File: config.mk
export PLATFORM = sky130hd
export DESIGN_NAME = alu_nibble_seq_flat
export DESIGN_NICKNAME = d
export VERILOG_FILES = /design/src/rtl/alu_nibble_seq_pkg.sv /design/src/rtl/alu_nibble_seq_if.sv /design/src/rtl/alu_nibble_seq.sv /design/src/flat_wrapper.sv
export SDC_FILE = /design/constraint.sdc
export NUM_CORES = 1
export LEC_CHECK = 0
export BUFFER_PORTS_ARGS = -buffer_cell sky130_fd_sc_hd__buf_2
export CORE_MARGIN = 3
export CORE_UTILIZATION = 53
export CTS_CLUSTER_DIAMETER = 200
export DETAILED_ROUTE_END_ITERATION = 10
export MAX_ROUTING_LAYER = met4
export PLACE_DENSITY_LB_ADDON = 0.05
export SYNTH_ARGS = -nofsm -noshare
export SYNTH_HDL_FRONTEND = slang
export SYNTH_SLANG_ARGS = --single-unit
File: constraint.sdc
create_clock -name clock -period 6 [get_ports clock]
set_clock_uncertainty 0.15 [all_clocks]
set_input_delay 0.3 -clock clock [delete_from_list [all_inputs] [get_ports clock]]
set_output_delay 0.3 -clock clock [all_outputs]
set_load 0.02 [all_outputs]
File: src/rtl/alu_nibble_seq_pkg.sv
// Shared definitions for the nibble-serial ALU sequencer: request op codes,
// ALU select encodings, FSM state encoding and small decode helpers.
`ifndef ALU_NIBBLE_SEQ_PKG_SV
`define ALU_NIBBLE_SEQ_PKG_SV

package alu_nibble_seq_pkg;

    // Wide operation requested by the client.
    typedef enum logic [1:0] {
        OP_ADD = 2'b00,
        OP_ADC = 2'b01,
        OP_XOR = 2'b10,
        OP_MOV = 2'b11
    } op_e;

    // 4-bit ALU select codes used by this block.
    localparam logic [2:0] ALU_SEL_ADD  = 3'b011;
    localparam logic [2:0] ALU_SEL_XOR  = 3'b100;
    localparam logic [2:0] ALU_SEL_THRU = 3'b111;

    // Sequencer states.
    typedef enum logic [1:0] {
        ST_IDLE = 2'b00,
        ST_RUN  = 2'b01,
        ST_DONE = 2'b10
    } state_e;

    // ALU select that implements one nibble of a wide op.
    function automatic logic [2:0] alu_sel_for(input op_e op);
        logic [2:0] sel;
        case (op)
            OP_ADD, OP_ADC: sel = ALU_SEL_ADD;
            OP_XOR:         sel = ALU_SEL_XOR;
            default:        sel = ALU_SEL_THRU;
        endcase
        return sel;
    endfunction

    // Only the arithmetic ops chain a carry between nibbles; the ALU adds
    // carry_in unconditionally, so the others must see carry_in = 0.
    function automatic logic op_chains_carry(input op_e op);
        return (op == OP_ADD) || (op == OP_ADC);
    endfunction

endpackage

`endif

File: src/rtl/alu_nibble_seq_if.sv
// Request/response handshake bus plus the ALU-side signals of the
// nibble-serial sequencer. The slave modport is the sequencer itself; the
// master modport is the client that issues requests and takes responses.
interface alu_nibble_seq_if #(
    parameter int NIBBLES = 4
);
    localparam int W = 4 * NIBBLES;

    // Request channel
    logic           req_valid;
    logic           req_ready;
    logic [1:0]     req_op;
    logic           req_carry;
    logic [W-1:0]   req_a;
    logic [W-1:0]   req_b;

    // Connection to the 4-bit ALU
    logic [2:0]     alu_sel;
    logic [3:0]     alu_a;
    logic [3:0]     alu_b;
    logic           alu_carry_in;
    logic [3:0]     alu_out;
    logic           alu_carry_out;

    // Response channel
    logic           rsp_valid;
    logic           rsp_ready;
    logic [W-1:0]   rsp_result;
    logic           rsp_carry;
    logic           rsp_zero;

    modport master (
        output req_valid, req_op, req_carry, req_a, req_b, rsp_ready,
        input  req_ready, rsp_valid, rsp_result, rsp_carry, rsp_zero
    );

    modport slave (
        input  req_valid, req_op, req_carry, req_a, req_b, rsp_ready,
        input  alu_out, alu_carry_out,
        output req_ready, rsp_valid, rsp_result, rsp_carry, rsp_zero,
        output alu_sel, alu_a, alu_b, alu_carry_in
    );

endinterface

File: src/rtl/alu_nibble_seq.sv
// Nibble-serial sequencer: runs a wide ADD/ADC/XOR/MOV through the external
// 4-bit ALU one nibble per clock, LS nibble first, chaining the carry and
// assembling the wide result. IDLE accepts a request, RUN walks the
// nibbles, DONE holds the response until it is taken.
module alu_nibble_seq
    import alu_nibble_seq_pkg::*;
#(
    parameter int NIBBLES = 4
) (
    input  logic              clock,
    input  logic              reset,
    alu_nibble_seq_if.slave   bus
);

    localparam int IDX_W = (NIBBLES > 1) ? $clog2(NIBBLES) : 1;
    localparam logic [IDX_W-1:0] LAST_IDX = IDX_W'(NIBBLES - 1);

    state_e                     r_state;
    state_e                     w_state_nxt;
    logic                       w_accept;

    logic [NIBBLES-1:0][3:0]    r_a;
    logic [NIBBLES-1:0][3:0]    r_b;
    op_e                        r_op;
    logic [NIBBLES-1:0][3:0]    r_result;
    logic                       r_carry;
    logic [IDX_W-1:0]           r_idx;

    logic                       w_run;
    logic                       w_last;

    assign w_run  = (r_state == ST_RUN);
    assign w_last = (r_idx == LAST_IDX);

    // State register; reset abandons any in-flight operation.
    always_ff @(posedge clock) begin
        if (reset) begin
            r_state <= ST_IDLE;
        end else begin
            r_state <= w_state_nxt;
        end
    end

    // Next-state decode and handshake outputs.
    always_comb begin
        w_state_nxt   = r_state;
        w_accept      = 1'b0;
        bus.req_ready = 1'b0;
        bus.rsp_valid = 1'b0;
        case (r_state)
            ST_IDLE: begin
                bus.req_ready = !reset;
                if (bus.req_valid && !reset) begin
                    w_accept    = 1'b1;
                    w_state_nxt = ST_RUN;
                end
            end
            ST_RUN: begin
                if (w_last) begin
                    w_state_nxt = ST_DONE;
                end
            end
            ST_DONE: begin
                bus.rsp_valid = 1'b1;
                if (bus.rsp_ready) begin
                    w_state_nxt = ST_IDLE;
                end
            end
            default: begin
                w_state_nxt = ST_IDLE;
            end
        endcase
    end

    // Operand capture on accept; operands are only read during RUN, so
    // they need no reset.
    always_ff @(posedge clock) begin
        if (w_accept) begin
            r_a  <= bus.req_a;
            r_b  <= bus.req_b;
            r_op <= op_e'(bus.req_op);
        end
    end

    // Result/carry/index: initialised on accept, updated once per RUN cycle
    // with the ALU's combinational answer for the current nibble.
    always_ff @(posedge clock) begin
        if (reset) begin
            r_result <= '0;
            r_carry  <= 1'b0;
            r_idx    <= '0;
        end else if (w_accept) begin
            r_result <= '0;
            r_carry  <= (op_e'(bus.req_op) == OP_ADC) ? bus.req_carry : 1'b0;
            r_idx    <= '0;
        end else if (w_run) begin
            r_result[r_idx] <= bus.alu_out;
            r_carry         <= op_chains_carry(r_op) ? bus.alu_carry_out : 1'b0;
            if (!w_last) begin
                r_idx <= r_idx + 1'b1;
            end
        end
    end

    // ALU drive: current nibble during RUN, fixed pass-through of zero
    // otherwise (and while reset is held) so the ALU never sees X.
    always_comb begin
        bus.alu_sel      = ALU_SEL_THRU;
        bus.alu_a        = 4'h0;
        bus.alu_b        = 4'h0;
        bus.alu_carry_in = 1'b0;
        if (w_run && !reset) begin
            bus.alu_sel      = alu_sel_for(r_op);
            bus.alu_a        = r_a[r_idx];
            bus.alu_b        = (r_op == OP_MOV) ? 4'h0 : r_b[r_idx];
            bus.alu_carry_in = op_chains_carry(r_op) ? r_carry : 1'b0;
        end
    end

    // Response fields come straight from registered state.
    assign bus.rsp_result = r_result;
    assign bus.rsp_carry  = r_carry;
    assign bus.rsp_zero   = (r_result == '0);

endmodule

File: src/flat_wrapper.sv
// flat-port wrapper written by rule: the top's interface ports become plain ports
module alu_nibble_seq_flat import alu_nibble_seq_pkg::*;
#(
    parameter int NIBBLES = 4
)
  (clock, reset, bus_req_valid, bus_req_op, bus_req_carry, bus_req_a, bus_req_b, bus_rsp_ready, bus_alu_out, bus_alu_carry_out, bus_req_ready, bus_rsp_valid, bus_rsp_result, bus_rsp_carry, bus_rsp_zero, bus_alu_sel, bus_alu_a, bus_alu_b, bus_alu_carry_in);
  alu_nibble_seq_if #(.NIBBLES(NIBBLES)) bus_i ();
  input  logic clock;
  input  logic reset;
  input wire logic [$bits(bus_i.req_valid)-1:0] bus_req_valid;
  input wire logic [$bits(bus_i.req_op)-1:0] bus_req_op;
  input wire logic [$bits(bus_i.req_carry)-1:0] bus_req_carry;
  input wire logic [$bits(bus_i.req_a)-1:0] bus_req_a;
  input wire logic [$bits(bus_i.req_b)-1:0] bus_req_b;
  input wire logic [$bits(bus_i.rsp_ready)-1:0] bus_rsp_ready;
  input wire logic [$bits(bus_i.alu_out)-1:0] bus_alu_out;
  input wire logic [$bits(bus_i.alu_carry_out)-1:0] bus_alu_carry_out;
  output wire logic [$bits(bus_i.req_ready)-1:0] bus_req_ready;
  output wire logic [$bits(bus_i.rsp_valid)-1:0] bus_rsp_valid;
  output wire logic [$bits(bus_i.rsp_result)-1:0] bus_rsp_result;
  output wire logic [$bits(bus_i.rsp_carry)-1:0] bus_rsp_carry;
  output wire logic [$bits(bus_i.rsp_zero)-1:0] bus_rsp_zero;
  output wire logic [$bits(bus_i.alu_sel)-1:0] bus_alu_sel;
  output wire logic [$bits(bus_i.alu_a)-1:0] bus_alu_a;
  output wire logic [$bits(bus_i.alu_b)-1:0] bus_alu_b;
  output wire logic [$bits(bus_i.alu_carry_in)-1:0] bus_alu_carry_in;
  assign bus_i.req_valid = bus_req_valid;
  assign bus_i.req_op = bus_req_op;
  assign bus_i.req_carry = bus_req_carry;
  assign bus_i.req_a = bus_req_a;
  assign bus_i.req_b = bus_req_b;
  assign bus_i.rsp_ready = bus_rsp_ready;
  assign bus_i.alu_out = bus_alu_out;
  assign bus_i.alu_carry_out = bus_alu_carry_out;
  assign bus_req_ready = bus_i.req_ready;
  assign bus_rsp_valid = bus_i.rsp_valid;
  assign bus_rsp_result = bus_i.rsp_result;
  assign bus_rsp_carry = bus_i.rsp_carry;
  assign bus_rsp_zero = bus_i.rsp_zero;
  assign bus_alu_sel = bus_i.alu_sel;
  assign bus_alu_a = bus_i.alu_a;
  assign bus_alu_b = bus_i.alu_b;
  assign bus_alu_carry_in = bus_i.alu_carry_in;
  alu_nibble_seq #(.NIBBLES(NIBBLES)) u_core (.clock(clock), .reset(reset), .bus(bus_i));
endmodule
**Word-level counts from Yosys, hierarchy flattened**

Cells that the tools add are included.

- Add/sub/neg operators: 1
- Multiply operators: 0
- Div/mod/pow operators: 0
- Magnitude comparators: 2
- Eq/ne operators: 10
- Shift operators: 0
- Mux-type cells: 26
- Bitwise gates (word level): 1
- Reduce and logical (&&, ||, !) cells: 13

Operators by type and width:

| operator | number |
|---|---|
| $mux W4 | 6 |
| $bmux W4 S2 | 2 |
| $bwmux W16 | 1 |
| $logic_not A16 Y1 | 1 |
| $mux W1 | 10 |
| $demux W4 S2 | 1 |
| $eq A2 B2 Y1 const B | 4 |
| $eq A2 B1 Y1 const B | 3 |
| $mux W2 | 3 |
| $pmux W2 S3 | 1 |
| $pmux W3 S2 | 1 |
| $logic_not A2 Y1 | 2 |
| $ne A2 B2 Y1 const B | 2 |
| $reduce_or A2 Y1 | 2 |
| $logic_and A1 B1 Y1 | 3 |
| $lt A2 B3 Y1 const B | 1 |
| $mux W3 | 1 |
| $reduce_and A3 Y1 | 1 |
| $add A2 B1 Y2 const B | 1 |
| $ge A2 B1 Y1 const B | 1 |
| $ne A2 B1 Y1 const B | 1 |
| $reduce_and A2 Y1 | 1 |
| $reduce_bool A2 Y1 | 1 |
| $logic_not A1 Y1 | 1 |
| other kinds (2) | 2 |

- Flip-flop bits (word level): 55
- Latch bits: 0
- Bits in writable memories: 0
- ROM bits: 0
- Bits of input ports: 44
- Output and inout port bits: 32
- Logic and storage cells: 69
- Memories: 0

**Depth between registers and ports, before layout**

Gate-level depths: netlist (run 1).

- Depth after elaboration: 5
- Depth in mapped cells: 6
- Gate-level depth less buffers: 5

**Least setup slack after synthesis (run 1)**

Ideal clock, no wire load.

- Path kind: flip-flop to flip-flop
- From: register u_core.r_state[0]
- To: register u_core.r_carry, in the netlist u_core.bus.rsp_carry
- Setup time: 0.207 ns
- Arrival: 1.974 ns
- Path slack: 3.669 ns
- Cell stages (with the launch flop): 4
- Buffers on the path: 1
- Clock period less this slack: 2.331 ns
- Path through: dfxtp_1 -> buf_4 -> nor4b_4 -> a221oi_1

- Cells in the longest elaborated chain, start to end: 3
- Elaborated cells on any way between the ends: 5
- Classes of those cells: eq/ne: 1; mux: 2; reduce/logical: 2

Ends and longest elaborated chain:

| item | line | RTL |
|---|---|---|
| start, declared | alu_nibble_seq.sv:18 | `state_e r_state;` |
| start signal, assigned | alu_nibble_seq.sv:40 | `r_state <= w_state_nxt;` |
| $logic_not A2 Y1 * | alu_nibble_seq.sv:50 | `case (r_state)` |
| $mux W1 * | alu_nibble_seq.sv:50 |  |
| via u_core.w_accept | alu_nibble_seq.sv:20 | `logic w_accept;` |
| $mux W1 or $reduce_bool A2 Y1 (tied branches) | n/a |  |
| end signal, assigned | alu_nibble_seq.sv:94 | `r_carry <= (op_e'(bus.req_op) == OP_ADC) ? bus.req_carry : 1'b0;` |
| end signal, assigned | alu_nibble_seq.sv:98 | `r_carry <= op_chains_carry(r_op) ? bus.alu_carry_out : 1'b0;` |
| end, declared | alu_nibble_seq.sv:26 | `logic r_carry;` |

The timed path passes the listed nets; every way through them passes the cells marked *.
A chain may end at the register's enable or synchronous reset.

**Worst setup path after layout (run 1)**

- From: register u_core.r_idx[0]
- To: output bus_alu_b[0]

- Cells in the longest elaborated chain, start to end: 4

Ends and longest elaborated chain:

| item | line | RTL |
|---|---|---|
| start, declared | alu_nibble_seq.sv:27 | `logic [IDX_W-1:0] r_idx;` |
| start signal, assigned | alu_nibble_seq.sv:100 | `r_idx <= r_idx + 1'b1;` |
| $bmux W4 S2 | alu_nibble_seq.sv:115 | `bus.alu_b = (r_op == OP_MOV) ? 4'h0 : r_b[r_idx];` |
| $mux W4 (implied by the code) | alu_nibble_seq.sv:115 |  |
| $mux W4 | alu_nibble_seq.sv:115 |  |
| $mux W4 | alu_nibble_seq.sv:112 | `if (w_run && !reset) begin` |
| end, declared | flat_wrapper.sv:25 | `output wire logic [$bits(bus_i.alu_b)-1:0] bus_alu_b;` |

Every way passes these cells. The select of a mux whose other input is x is not followed.

==> summary.txt, run 1 <==
Status
  – Status: complete, no violations

Finish
  – Layout cells sized above 1: approximately 40%
  – Most frequent cells in the layout: buf_2, edfxtp_1, dfxtp_1
  – Fill count: 300
  – Area growth syn-to-layout: 21.4%
  – Number of diodes: 0
  – Commonest non-fill, non-tap cell in the layout: buf_2
  – Layout Nets: between 200 and 300

Worst setup path
  – Crit end category: primary output
  – CP startpoint kind: flip-flop
  – CP required: between 5 and 6 ns
  – WS Path Type: reg -> out
  – Worst path arrival time: approximately 2.0 ns
  – CP max FO: 12

Clocking
  – Post-CTS resize count: 0
  – CTS Buf Count: 5
  – Number of post-CTS setup repair buffers: 0
  – CTS root buf: clkbuf_8
  – CTS Hold Buffers Added: 0
  – TritonCTS clock tree: done
  – H-tree Lvls: 2
  – Reg clk slew, reported paths: ~0.10 ns
  – CTS Buffer Depth: 2
  – Clock tree sinks: 55
  – Clock Latency Late Sink: ~0.31 ns

Detailed routing
  – Metal2 WL: around 2100 µm
  – Drt first pass iters: 4
  – DRC viols: 0
  – M1 WL: ~1900 µm
  – Vias: between 1,000 and 1,500
  – WL final: 4400 µm
  – DR iter-0 viols: 80
  – DR top layer: met4
  – Met3 wire length: between 200 and 300 µm
  – Vias/cell: approximately 5.2
  – Avg WL per Cell: roughly 16 µm
  – DRT antenna net count: 0

GRT
  – Total GRT Usage: 18.3%
  – Vias in the first global route: approximately 1,500
  – Antenna violations before repair: 0
  – Global-route wire length before repair: between 6000 and 7000 µm
  – Pin count of the biggest net entering global routing: 37
  – Residual overflow from global routing: 0

Floorplanning
  – Initial Util: around 55%
  – Total die area: between 5000 and 6000 µm²
  – Die Y: between 70 and 80 µm
  – Die W: 71.1 µm
  – Ports: 76
  – Core area: slightly above 4000 µm²
  – Num rows: 23

Hold path
  – Hold Path Class: in -> reg

STA
  – Slew @ Worst Pin: about 0.70 ns
  – RSZ-0062 raised after global routing: no
  – Achievable Freq: ~0.4 GHz
  – Setup Viol. Count Final: 0
  – Setup_tns: 0 ns
  – Tmin final: approximately 2.5 ns
  – Slew HR: between 50% and 60%
  – Fin. max-slew vios: 0
  – Hold Vio Cnt, Final: 0
  – Final worst path period share: 40.8%

Logic synthesis
  – Seq/Total Area, Yosys: between 60% and 70%
  – Mean area per synthesized cell: about 15 µm²
  – Synth Instances: approximately 150
  – Post-Syn Nets: 200
  – Unique masters post-synth: 28
  – #FFs+latches synth: 55
  – Synth warnings: 0
  – Post-Syn Area: 2250 µm²

Pwr
  – Pwr Density: roughly 250 nW/µm²
  – Peak supply drop: 0.179 mV
  – Leakage: 1.19 nW
  – Final Power: about 0.0007 W

Place
  – Port bufs: 75
  – Final weighted congestion in routability-driven placement: 0.777
  – Estimated wirelength of the detail-placed design: about 3300 µm

Run
  – Max Cap Viol: 0
[metal layers]
layer  up-vias  global-route usage [%]
met5         -                       -
met4         0                    7.72
li1        708                       -
met3         7                    3.98
met2        50                    29.7
met1       672                    22.2
[power by group]
part	internal, W	total, W	switching [W]
Clock	0.0000832	0.000194	0.000110
Sequential	0.000415	0.000424	0.00000937
Combinational	0.0000330	0.0000659	0.0000329
Total	0.000531	0.000683	0.000153
[metrics by stage]
step	std cells	area, µm²	hold slack [ns]	util, %	worst slack, ns
2_1_floorplan	152	2250	0.219	-	3.67
3_3_place_gp	271	2650	0.326	65.2	3.89
3_5_place_dp	271	2650	0.328	65.2	3.88
4_1_cts	279	2730	0.00961	67.2	3.52
5_1_grt	279	2730	0.00224	67.2	3.43
6_report	279	2730	0.0127	67.2	3.55
[synth_stat cells (all sizes together)]
library cell | number | share of area [%]
a21o | 2 | 0.67
a21oi | 3 | 0.67
a221oi | 1 | 0.39
and4 | 1 | 0.39
buf | 6 | 1.8
clkbuf | 1 | 0.17
dfxtp | 21 | 19
edfxtp | 34 | 45
ha | 4 | 2.2
inv | 4 | 0.67
mux2i | 17 | 7.6
mux4 | 8 | 8.0
nand2 | 1 | 0.17
nand2b | 2 | 0.56
nand3b | 5 | 1.7
nor2 | 19 | 3.2
nor2b | 9 | 2.5
nor3 | 2 | 0.45
nor3b | 1 | 0.33
nor4 | 4 | 1.1
nor4b | 1 | 1.1
o21ai | 1 | 0.22
or2 | 1 | 0.28
or3b | 3 | 1.3
xnor2 | 1 | 0.39
[state kept, by name, summed over array words and instances (netlist names)]
signal,cells
u_core.bus.rsp_result,16
u_core.r_op,2
u_core.r_idx,2
u_core.r_b,16
u_core.r_state,2
u_core.bus.rsp_carry,1
u_core.r_a,16
[cells by family after synthesis]
kind of cell / count (synthesis) / synth area share [%]
xor+xnor: 1 / 0.390
simple gates: 49 / 13.0
flops: 55 / 64.2
mux: 25 / 15.6
fa+ha+maj: 4 / 2.23
buf+inv: 11 / 2.67
compound gates: 7 / 1.95
[critical path, stage by stage (launching register included)]
cell and delay [ns]:
dfxtp_1 0.78, mux4_2 0.58, nor2b_1 0.16, buf_2 0.16
[worst paths after layout]
| check | start | end | slack [ns] | cells after the start |
|---|---|---|---|---|
| worst max-delay path | u_core.r_idx[0] | bus_alu_b[0] | 3.55 | 3 |
| worst min-delay path | bus_req_a[8] | u_core.r_a[8] | 0.01 | 1 |
| worst max register to register | u_core.r_idx[0] | u_core.bus.rsp_result[13] | 3.99 | 4 |
| worst min register to register | u_core.bus.rsp_result[12] | u_core.bus.rsp_result[12] | 0.38 | 2 |
[layout make-up]
class | instances | area [µm²] | area share (%)
timing repair buffer | 76 | 383 | 14.0
tap | 50 | 62.6 | 2.29
clock buffer | 8 | 80.1 | 2.94
multi-input combinational | 86 | 744 | 27.3
sequential | 55 | 1440 | 52.9
inverter | 4 | 15.0 | 0.551
(Power assumes the default switching activity.)
==> run 2: changes to the inputs <==
--- a/config.mk
+++ b/config.mk
@@ -7,7 +7,7 @@
 export LEC_CHECK = 0
 export BUFFER_PORTS_ARGS = -buffer_cell sky130_fd_sc_hd__buf_2
 export CORE_MARGIN = 3
-export CORE_UTILIZATION = 53
+export CORE_UTILIZATION = 49
 export CTS_CLUSTER_DIAMETER = 200
 export DETAILED_ROUTE_END_ITERATION = 10
 export MAX_ROUTING_LAYER = met4
==> constraint.sdc (replaced) <==
create_clock -name clock -period 2.4 [get_ports clock]
set_clock_uncertainty 0.15 [all_clocks]
set_input_delay 0.12 -clock clock [delete_from_list [all_inputs] [get_ports clock]]
set_output_delay 0.12 -clock clock [all_outputs]
set_load 0.02 [all_outputs]
==> run 2 against run 1 <==
  * Largest cell class unchanged
  * Count of clock-buffer cells in the layout shrank 2
  * Via count increased by 13%
  * Worst hold slack improved by 0.0034 ns
  * Wire length increased by 20%
==> summary.txt, run 2 (synthesis results as in run 1) <==
Status
  – Status: complete, no violations (unchanged)

Finish
  – Fill count: 273 (was 300)
  – Layout Nets: 321 (was 276)
  – Commonest non-fill, non-tap cell in the layout: buf_2 (unchanged)
  – Area of the multi-input gates: 744 µm² (unchanged)
  – Storage element area: 1440 µm² (unchanged)
  – Area growth syn-to-layout: 42.7% (was 21.4%)
  – Layout cells sized above 1: 35.0% (was 39.7%)
  – Final Core Density: 76.3% (was 67.2%)
  – Most frequent cells in the layout: buf_2, dlygate4sd3_1, edfxtp_1 (was buf_2, edfxtp_1, dfxtp_1)
  – Post-route cell area: 3210 µm² (was 2730 µm²)
  – Number of diodes: 0 (unchanged)

STA
  – Achievable Freq: around 0.46 GHz
  – Fin. max-slew vios: 0 (unchanged)
  – Setup_tns: 0 ns (unchanged)
  – Slew HR: 62.5% (was 53.3%)
  – Hold Vio Cnt, Final: 0 (unchanged)
  – Setup Viol. Count Final: 0 (unchanged)
  – Slew @ Worst Pin: 0.562 ns (was 0.699 ns)
  – RSZ-0062 raised after global routing: no (unchanged)
  – Post-route setup slack: 0.205 ns (was 3.55 ns)
  – Tmin final: approximately 2.2 ns
  – Final worst path period share: 91.5%

Place
  – Cell Area, Placed: 2660 µm² (was 2650 µm²)
  – DP Worst Slack: 0.527 ns (was 3.88 ns)
  – Estimated wirelength of the detail-placed design: 3230 µm (was 3260 µm)
  – Port bufs: 75 (unchanged)
  – Final weighted congestion in routability-driven placement: 0.828 (was 0.777)

Worst setup path
  – CP startpoint kind: flip-flop (unchanged)
  – Worst path arrival time: 1.92 ns (was 2.00 ns)
  – CP required: 2.13 ns (was 5.55 ns)
  – Reg2Reg Setup Slack: 0.32 ns (was 3.99 ns)
  – WS Path Type: reg -> out (unchanged)
  – CP max FO: 12 (unchanged)
  – Critical path's slowest cell: dfxtp_1 (unchanged)
  – Crit end category: primary output (unchanged)
  – Crit-path cells: or3b_4 -> or3b_1 -> buf_2 (was mux4_2 -> nor2b_1 -> buf_2)
  – CP max stage delay: 0.59 ns (was 0.78 ns)

Floorplanning
  – Core area: 4200 µm² (was 4060 µm²)
  – Die W: 73.7 µm (was 71.1 µm)
  – Initial Util: 53.5% (was 55.3%)
  – Die Y: 73.7 µm (was 71.1 µm)
  – Num rows: 23 (unchanged)
  – Ports: 76 (unchanged)
  – Total die area: 5430 µm² (was 5050 µm²)

GRT
  – Residual overflow from global routing: 0 (unchanged)
  – Pin count of the biggest net entering global routing: 37 (unchanged)
  – Antenna violations before repair: 0 (unchanged)
  – Total GRT Usage: 21.6% (was 18.3%)
  – Global-route wire length before repair: 8230 µm (was 6780 µm)
  – Vias in the first global route: 1,699 (was 1,457)

Pwr
  – Leakage: 1.40 nW (was 1.19 nW)
  – Final Power: 0.00188 W (was 0.000683 W)
  – Pwr Density: 587 nW/µm² (was 251 nW/µm²)
  – Peak supply drop: 0.428 mV (was 0.179 mV)

Detailed routing
  – Vias: 1,627 (was 1,437)
  – DRT antenna net count: 0 (unchanged)
  – Vias/cell: 5.02 (was 5.15)
  – DR iter-0 viols: 93 (was 80)
  – DRC viols: 0 (unchanged)
  – WL final: 5280 µm (was 4400 µm)
  – Drt first pass iters: 4 (unchanged)
  – Avg WL per Cell: 16.3 µm (was 15.8 µm)

Clocking
  – CTS root buf: clkbuf_8 (unchanged)
  – TritonCTS clock tree: done (unchanged)
  – H-tree Lvls: 2 (unchanged)
  – Reg clk slew, reported paths: 0.09 ns (was 0.10 ns)
  – CTS Buf Count: 5 (unchanged)
  – Post-CTS resize count: 0 (unchanged)
  – Clock tree sinks: 55 (unchanged)
  – Clock Latency Late Sink: 0.31 ns (about the same)
  – CTS Buffer Depth: 2 (unchanged)

Run
  – Max Cap Viol: 0 (unchanged)

Hold path
  – Hold Path Class: in -> reg (unchanged)
-- run 2: cell count changes in the layout (fill, tap and decap cells not counted), sizes merged --
cell,previous run,this run
buf,76,78
inv,4,6
dlygate4sd3,0,43
clkbuf,8,6
-- run 2: area by class of cell --
type                    count  share of cell area (%)
flip-flops and latches     55                    45.0
inverters                   4                   0.468
clock buffers               6                    2.93
multi-input cells          86                    23.2
clock inverters             2                   0.625
well taps                  50                    1.95
repair buffers            121                    25.8
-- run 2: path summary, 6_finish.rpt --
path	from	to	depth (start not counted)
max reg2reg	u_core.r_idx[0]	u_core.r_state[1]	4
min	bus_alu_carry_out	u_core.bus.rsp_carry	3
max	u_core.r_state[0]	bus_alu_sel[0]	3
min reg2reg	u_core.bus.rsp_result[2]	u_core.bus.rsp_result[2]	2
-- run 2: power by group --
group / leakage (nW) / switching, W / total (W) / internal [W]
Clock: 0.0589 / 0.000318 / 0.000598 / 0.000280
Combinational: 0.857 / 0.0000992 / 0.000229 / 0.000129
Sequential: 0.485 / 0.0000190 / 0.00106 / 0.00104
Total: 1.40 / 0.000436 / 0.00188 / 0.00145
-- run 2: critical path, delay by kind of cell (launching register included) --
kind / cells / cell delay [ns]
flops: 1 / 0.59
simple gates: 2 / 0.87
buf+inv: 1 / 0.17
-- run 2: metal layers --
layer	vias up	share of wire (%)	global-route usage [%]
met5	-	0	-
met4	0	1.2	6.24
met3	7	5.4	4.65
met2	57	56	39.5
met1	766	38	23.2
li1	797	-	-
-- run 2: stage by stage --
| stage | hold WS [ns] | cells |
|---|---|---|
| finish | 0.0161 | 324 |
| detailed placement | 0.148 | 273 |
| floorplan | 0.0391 | 152 |
| global placement | 0.146 | 273 |
| global route | 0.0283 | 324 |
| CTS | 0.00660 | 324 |
-- run 2: repair_timing --
item	CTS	global route
hold endpoints to repair	53	0
setup buffers	0	0
hold buffers	43	0
